===== src/rtl/seq_divider_pkg.sv =====
// Shared constants and FSM state type for the iterative signed divider.
package seq_divider_pkg;
  localparam int DEF_WIDTH = 24;
  localparam int CNT_W     = $clog2(DEF_WIDTH);

  typedef enum logic [1:0] {
    IDLE = 2'd0,
    CALC = 2'd1,
    SIGN = 2'd2,
    DONE = 2'd3
  } state_e;
endpackage


===== src/rtl/seq_divider_div_step.sv =====
// One combinational restoring-division step on unsigned magnitudes.
module seq_divider_div_step #(
  parameter int WIDTH = 24
) (
  input  logic [WIDTH:0] rem_i,
  input  logic           bit_i,
  input  logic [WIDTH:0] dvs_i,
  output logic [WIDTH:0] rem_o,
  output logic           q_o
);
  logic [WIDTH+1:0] shifted;
  logic [WIDTH+1:0] diff;

  // The partial remainder stays below the divisor, so bit WIDTH+1 of diff is a true sign.
  assign shifted = {rem_i, bit_i};
  assign diff    = shifted - {1'b0, dvs_i};
  assign q_o     = ~diff[WIDTH+1];
  assign rem_o   = q_o ? diff[WIDTH:0] : shifted[WIDTH:0];
endmodule


===== src/rtl/seq_divider.sv =====
// Iterative signed divider: one restoring step per clock, result held until consumed.
module seq_divider
  import seq_divider_pkg::*;
#(
  parameter int WIDTH = DEF_WIDTH
) (
  input  logic             clk,
  input  logic             arst,
  input  logic             in_valid,
  output logic             in_ready,
  input  logic [WIDTH-1:0] dividend,
  input  logic [WIDTH-1:0] divisor,
  output logic             out_valid,
  input  logic             out_ready,
  output logic [WIDTH-1:0] quotient,
  output logic [WIDTH-1:0] remainder,
  output logic             div_by_zero,
  output logic             overflow,
  output logic [1:0]       dbg_state_o
);
  localparam int CW = $clog2(WIDTH);

  // Handshake: operands transfer on an edge with in_valid & in_ready, results on an
  // edge with out_valid & out_ready; valid never waits on ready and both are registered.
  state_e           state_q;
  logic [CW-1:0]    cnt_q;
  logic [WIDTH-1:0] num_q;
  logic [WIDTH:0]   dvs_q;
  logic [WIDTH:0]   rem_q;
  logic             sgn_q_q, sgn_r_q, ovf_pend_q;
  logic             in_ready_q, out_valid_q, dz_q, ovf_q;
  logic [WIDTH-1:0] quo_q, rmd_q;

  logic [WIDTH:0]   rem_d;
  logic             qbit_d;
  logic [WIDTH-1:0] dvd_mag;
  logic [WIDTH:0]   dvs_mag;
  logic             rem_nz;
  logic             ovf_in;

  assign dvd_mag = dividend[WIDTH-1] ? (~dividend + 1'b1) : dividend;
  assign dvs_mag = divisor[WIDTH-1] ? ({1'b0, ~divisor} + 1'b1) : {1'b0, divisor};
  assign rem_nz  = |rem_q;
  assign ovf_in  = (dividend == {1'b1, {(WIDTH-1){1'b0}}}) && (&divisor);

  seq_divider_div_step #(.WIDTH(WIDTH)) u_step (
    .rem_i (rem_q),
    .bit_i (num_q[WIDTH-1]),
    .dvs_i (dvs_q),
    .rem_o (rem_d),
    .q_o   (qbit_d)
  );

  always_ff @(posedge clk or posedge arst) begin
    if (arst) begin
      state_q     <= IDLE;
      cnt_q       <= '0;
      num_q       <= '0;
      dvs_q       <= '0;
      rem_q       <= '0;
      sgn_q_q     <= 1'b0;
      sgn_r_q     <= 1'b0;
      ovf_pend_q  <= 1'b0;
      in_ready_q  <= 1'b1;
      out_valid_q <= 1'b0;
      dz_q        <= 1'b0;
      ovf_q       <= 1'b0;
      quo_q       <= '0;
      rmd_q       <= '0;
    end else begin
      case (state_q)
        IDLE: begin
          if (in_valid) begin
            in_ready_q <= 1'b0;
            sgn_q_q    <= dividend[WIDTH-1] ^ divisor[WIDTH-1];
            sgn_r_q    <= dividend[WIDTH-1];
            ovf_pend_q <= ovf_in;
            if (divisor == '0) begin
              // Result is known at acceptance; out_valid follows one cycle later in DONE.
              quo_q   <= '1;
              rmd_q   <= dividend;
              dz_q    <= 1'b1;
              ovf_q   <= 1'b0;
              state_q <= DONE;
            end else begin
              num_q   <= dvd_mag;
              dvs_q   <= dvs_mag;
              rem_q   <= '0;
              cnt_q   <= CW'(WIDTH - 1);
              state_q <= CALC;
            end
          end
        end
        CALC: begin
          rem_q <= rem_d;
          num_q <= {num_q[WIDTH-2:0], qbit_d};
          cnt_q <= cnt_q - 1'b1;
          if (cnt_q == '0) state_q <= SIGN;
        end
        SIGN: begin
          quo_q       <= sgn_q_q ? (~num_q + 1'b1) : num_q;
          rmd_q       <= (sgn_r_q && rem_nz) ? (~rem_q[WIDTH-1:0] + 1'b1) : rem_q[WIDTH-1:0];
          dz_q        <= 1'b0;
          ovf_q       <= ovf_pend_q;
          out_valid_q <= 1'b1;
          state_q     <= DONE;
        end
        DONE: begin
          if (!out_valid_q) begin
            out_valid_q <= 1'b1;
          end else if (out_ready) begin
            out_valid_q <= 1'b0;
            in_ready_q  <= 1'b1;
            dz_q        <= 1'b0;
            ovf_q       <= 1'b0;
            state_q     <= IDLE;
          end
        end
        default: state_q <= IDLE;
      endcase
    end
  end

  assign in_ready    = in_ready_q;
  assign out_valid   = out_valid_q;
  assign quotient    = quo_q;
  assign remainder   = rmd_q;
  assign div_by_zero = dz_q;
  assign overflow    = ovf_q;
  assign dbg_state_o = state_q;
endmodule


===== config.mk =====
export PLATFORM = sky130hd
export DESIGN_NAME = seq_divider
export DESIGN_NICKNAME = d
export VERILOG_FILES = /design/src/rtl/seq_divider_pkg.sv /design/src/rtl/seq_divider_div_step.sv /design/src/rtl/seq_divider.sv
export SDC_FILE = /design/constraint.sdc
export NUM_CORES = 1
export LEC_CHECK = 0
export BUFFER_PORTS_ARGS = -buffer_cell sky130_fd_sc_hd__buf_4
export CAP_MARGIN = 0
export CORE_ASPECT_RATIO = 0.9
export CORE_MARGIN = 4
export CORE_UTILIZATION = 49
export CTS_CLUSTER_SIZE = 20
export DETAILED_ROUTE_END_ITERATION = 12
export HOLD_SLACK_MARGIN = 0.06
export PLACE_DENSITY = 0.74
export SKIP_CTS_REPAIR_TIMING = 1
export SLEW_MARGIN = 20
export SYNTH_ARGS = -nofsm -noshare
export SYNTH_HDL_FRONTEND = slang
export SYNTH_SLANG_ARGS = --single-unit

===== constraint.sdc =====
create_clock -name clk -period 5.35 [get_ports clk]
set_input_delay 0.2675 -clock clk [delete_from_list [all_inputs] [get_ports clk]]
set_output_delay 0.2675 -clock clk [all_outputs]
set_load 0.01 [all_outputs]

=== Word-level counts from Yosys, hierarchy flattened ===
Index checks and enable logic that the tools add are counted.

* Add/subtract/negate cells: 6
* Equality and inequality tests: 10
* Multiplexer cells: 41
* Bitwise operators: 7
* Reductions and logical operators: 19

{| class="wikitable"
|+ Operators by type and width
! cell !! count
|-
| two-way mux 24 bit || 9
|-
| one-hot mux 24 bit (2 select lines) || 3
|-
| two-way mux 25 bit || 4
|-
| NOT 24 bit || 4
|-
| adder 24 x 1 -> 24 bit, second input constant || 3
|-
| one-hot mux 25 bit (2 select lines) || 1
|-
| subtractor 26 x 25 -> 26 bit || 1
|-
| adder 24 x 1 -> 25 bit, second input constant || 1
|-
| OR reduction 25 bit || 1
|-
| == test 24 bit, second input constant || 1
|-
| zero test 24 bit || 1
|-
| AND reduction 24 bit || 1
|-
| inequality test 2 bit, second input constant || 6
|-
| two-way mux 1 bit || 11
|-
| two-way mux 2 bit || 5
|-
| two-way mux 5 bit || 2
|-
| one-hot mux 5 bit (2 select lines) || 1
|-
| AND reduction 3 bit || 3
|-
| one-hot mux 2 bit (4 select lines) || 1
|-
| AND reduction 4 bit || 2
|-
| nonzero test 2 bit || 4
|-
| one-hot mux 1 bit (3 select lines) || 2
|-
| zero test 5 bit || 1
|-
| AND reduction 5 bit || 1
|-
| other kinds (10) || 14
|}

* Register bits: 136
* Input bits: 52
* Logic and storage cells: 97

=== Logic depth before layout (Yosys ltp) ===
* Depth after elaboration: 6
* Mapped depth: 14

=== Hierarchy ===
From an unflattened synthesis, not the netlist that was laid out.

* Cell total of the unflattened synthesis: 1116
* Area total of the unflattened synthesis: 9551.7 um^2

{| class="wikitable"
|+ Modules (own cells, without submodules)
! module !! times used !! cells an instance !! area each (um^2) !! sequential area each (um^2)
|-
| seq_divider || 1 || 863 || 7627.3 || 3404.5
|-
| seq_divider_div_step || 1 || 253 || 1924.3 || 0.0
|}

=== Worst setup path before layout ===
OpenSTA, ideal clock, no wires.

* Kind: flip-flop to flip-flop
* From: register rem_q[13]
* To: register rem_q[10]
* Setup time: 0.123 ns
* Arrival time: 3.169 ns
* Required time: 5.227 ns
* Slack: 2.058 ns
* Stages on the path, launching flop included: 14
* Cell sequence: dfrtp_1 ha_1 clkbuf_1 a21o_1 a21oi_1 nor2_1 or4_1 o21a_1 nand2b_1 o211ai_1 buf_2 clkbuf_1 mux2i_1 o21ai_1

* Cells in the longest elaborated chain, start to end: 3

{| class="wikitable"
|+ Ends and longest elaborated chain
! item !! line !! source
|-
| start: declaration || seq_divider.sv:29 || <nowiki>logic [WIDTH:0] rem_q;</nowiki>
|-
| start signal: assignment || seq_divider.sv:95 || <nowiki>rem_q <= rem_d;</nowiki>
|-
| subtractor 26 x 25 -> 26 bit || seq_divider_div_step.sv:16 || <nowiki>assign diff = shifted - {1'b0, dvs_i};</nowiki>
|-
| two-way mux 25 bit || seq_divider_div_step.sv:18 || <nowiki>assign rem_o = q_o ? diff[WIDTH:0] : shifted[WIDTH:0];</nowiki>
|-
| one-hot mux 25 bit (2 select lines) || seq_divider.sv:71 || <nowiki>case (state_q)</nowiki>
|}

Every way passes these cells.
A chain may end at the register's enable or synchronous reset.

=== Worst setup path after layout ===
* From: input divisor[13]
* To: register rem_q[22]

* Cells in the longest elaborated chain, start to end: 3

{| class="wikitable"
|+ Ends and longest elaborated chain
! item !! line !! source
|-
| start: declaration || seq_divider.sv:12 || <nowiki>input logic [WIDTH-1:0] divisor,</nowiki>
|-
| zero test 24 bit || seq_divider.sv:78 || <nowiki>if (divisor == '0) begin</nowiki>
|-
| inequality test 2 bit (no line) || -- ||
|-
| AND reduction 3 bit (no line) || -- ||
|}

Every way passes these cells.

==> qor.csv <==
metric,value,unit
synth_compound_area_frac,0.2109,
final_antenna_net_count,0,
synth_nets,1167,
startpoint_type,primary input,
final_common_cell,dfrtp_1,
cts.sinks,136,
grt-ovfl-total,0,
die_width,151.6,um
synthSimpleGateAreaFrac,0.1602,
regArea,3405,um^2
synth_top_family_by_area,compound AO/OA/AOI/OAI gates,
initial_core_util,0.5078,
multi_input_area,5255,um^2
synth_edf_count,0,
power_frac_clock,0.240,
synthCells,1078,
arrival,3.79,ns
fp-row-count,46,
outcome,"complete, no violations",
r2r_slack,2.00,ns
worst_pin_slew,0.8316,ns
min-delay-start,in_valid,
vdd_drop_max,0.2344,mV
ys_warn_count,0,
r2r_end,rem_q[0],
clock_latency,0.43,ns
num_antenna_cells,0,
hold_class,primary input to flop,
grt_max_degree,76,
rsz0062_at_grt,false,
hold-path-endpoint,dvs_q[24],
grt_pass1_vias,7787,
hpwl,17.63,mm
hold_viol_final,0,
setup_ws,1.847,ns
route.final.wire_length,23.83,mm
layout-drive-gt1-share,0.1396,
core-area,17900,um^2
fmaxAchievable,285.5,MHz
dieHeight,137.2,um
ys_ff_latch,136,
cts-root-buf,clkbuf_16,
ys_types,64,
synth.yosys.seq_area_share,0.3746,
synth_adder_area_share,0.05176,
dp_slack,1.419,ns
vias,8097,
cts_buffers,17,
cts_tree,built,
grt_usage,0.2349,
hold_depth,2,
synthFlopType,dfrtp_1,
vias_per_cell,5.722,
route.detailed.wl_per_inst,16.84,um
crit_path_max_fanout,52,
synth_xor_area_frac,0.1050,
p_comb_frac,0.434,
drt-initial-drc-count,617,
numPortBuffers,105,
p_per_area,485.5,nW/um^2
cp-end-kind,flop,
seqPwrFrac,0.326,
skew,0.009737,ns
num-nets-final,1251,
clk_pin_slew,0.06,ns
fill_cells,1547,
reg2reg_depth,11,
relSlewSlack,0.4456,
syn_area,9089,um^2
drv_cap,0,
min_period,3.503,ns
timing.rr.start,rem_q[13],
first_pass_iters,5,
drc_errors,0,
crit_type,primary input to flop,
areaGrowthSynthToFinish,17.83,%
leakage,4.728,nW
p_sw_frac,0.4095,
syn-mean-instance-area,8.431,um^2
antenna_found_initial,0,
io_pins,106,
p_switching,0.002129,W
fin_crit_sh,0.6547,
layout_common_cells,"135 x dfrtp_1, 125 x nand2_1, 117 x buf_4",
cp.required,5.63,ns
die-area,20790,um^2
grt_pass1_wl,38.76,mm
h-tree-depth,4,
p_int,0.003070,W
fin_setup_tns,0,ns
place.gp.congestion,0.9140,
setup_viol,0,
finalMaxSlewViolations,0,
muxShareOfSynthArea,0.04791,
cts.path.max_buffers,2,
synthArstFlopShare,1.000,
[critical path: stages]
cell and delay [ns]:
buf_4 0.13, or4_1 0.53, or2_1 0.23, or4_1 0.56
or4_1 0.59, nand3_2 0.15, buf_4 0.40, o21ai_1 0.13
buf_4 0.22, nand2_2 0.38, o21ai_0 0.19
[stage by stage]
stage	hold WS, ns	util	std cells	cell area, um^2	power [W]
2_1_floorplan	0.3690	-	1078	9089	0.003233
3_3_place_gp	0.4230	0.5621	1381	10060	0.003892
3_5_place_dp	0.4314	0.5621	1381	10060	0.003954
4_1_cts	-0.03514	0.5972	1413	10690	0.005216
5_1_grt	0.09174	0.5983	1415	10710	0.005595
6_report	0.09845	0.5983	1415	10710	0.005199
[routing by layer]
metal  global-route usage  wire length, um
met3              0.05164             1747
met5                    0                0
met4              0.06786              458
met2               0.3732            10780
met1               0.3246            10850
[cells in the mapped netlist, types with 6 or more instances]
cell type	count	share of area
buf_2	8	0.0044
a21oi_1	82	0.045
nor2_1	85	0.035
o31ai_1	22	0.018
o22a_1	7	0.0067
nand3_1	14	0.0077
or4_1	9	0.0074
o21ai_1	40	0.022
o41ai_1	6	0.0058
ha_1	36	0.050
clkbuf_1	38	0.016
mux2i_1	39	0.043
xnor2_1	53	0.051
or3_1	10	0.0069
nand2_1	125	0.052
nand2b_1	11	0.0076
dfrtp_1	135	0.37
o21ai_0	89	0.049
a21o_1	20	0.017
a31oi_1	22	0.015
nor2b_1	8	0.0055
xor2_1	56	0.054
nand4_1	12	0.0083
nor4_1	9	0.0062
nor3_1	14	0.0077
inv_1	58	0.024
[power by group through the flow]
stage | Clock (W) | Sequential (W) | Combinational (W)
after floorplan | 0 | 0.00169 | 0.00154
after global placement | 0 | 0.00169 | 0.00220
after detailed placement | 0 | 0.00171 | 0.00225
after CTS | 0.00126 | 0.00169 | 0.00226
after global routing | 0.00132 | 0.00174 | 0.00254
final | 0.00125 | 0.00169 | 0.00226
[flip-flops by register name, summed over array words and instances (netlist names), 2 cells and up]
register	flops
dvs_q	25
rem_q	25
num_q	24
quotient	24
remainder	24
cnt_q	5
dbg_state_o	2
[how the worst max path moves through the flow]
| stage | startpoint | to | slack, ns | cells past startpoint |
|---|---|---|---|---|
| 6_report | divisor[13] | rem_q[22] | 1.85 | 11 |
| 5_1_grt | divisor[13] | rem_q[22] | 1.61 | 11 |
| 4_1_cts | divisor[13] | rem_q[22] | 1.83 | 11 |
| 3_5_place_dp | divisor[13] | rem_q[1] | 1.42 | 11 |
| 3_3_place_gp | divisor[13] | cnt_q[0] | 1.49 | 11 |
| 2_1_floorplan | arst | cnt_q[0] | 1.44 | 1 |
[area by class of cell]
class | count | area share
inverter | 58 | 0.02080
timing repair buffer | 119 | 0.08389
clock buffer | 18 | 0.04101
sequential | 136 | 0.3179
clock inverter | 14 | 0.01764
tap | 240 | 0.02804
multi-input combinational | 830 | 0.4907
[kinds of logic (layout without fill, tap and decap cells)]
kind of cell | Yosys count | in the layout
AOI/OAI and AO/OA | 324 | 324
and+or+nand+nor | 317 | 317
DFF | 136 | 136
buffers and inverters | 112 | 209
xor gates and xnor gates | 109 | 109
muxes | 43 | 43
adders and majority gates | 37 | 37
(Power assumes the default switching activity.)
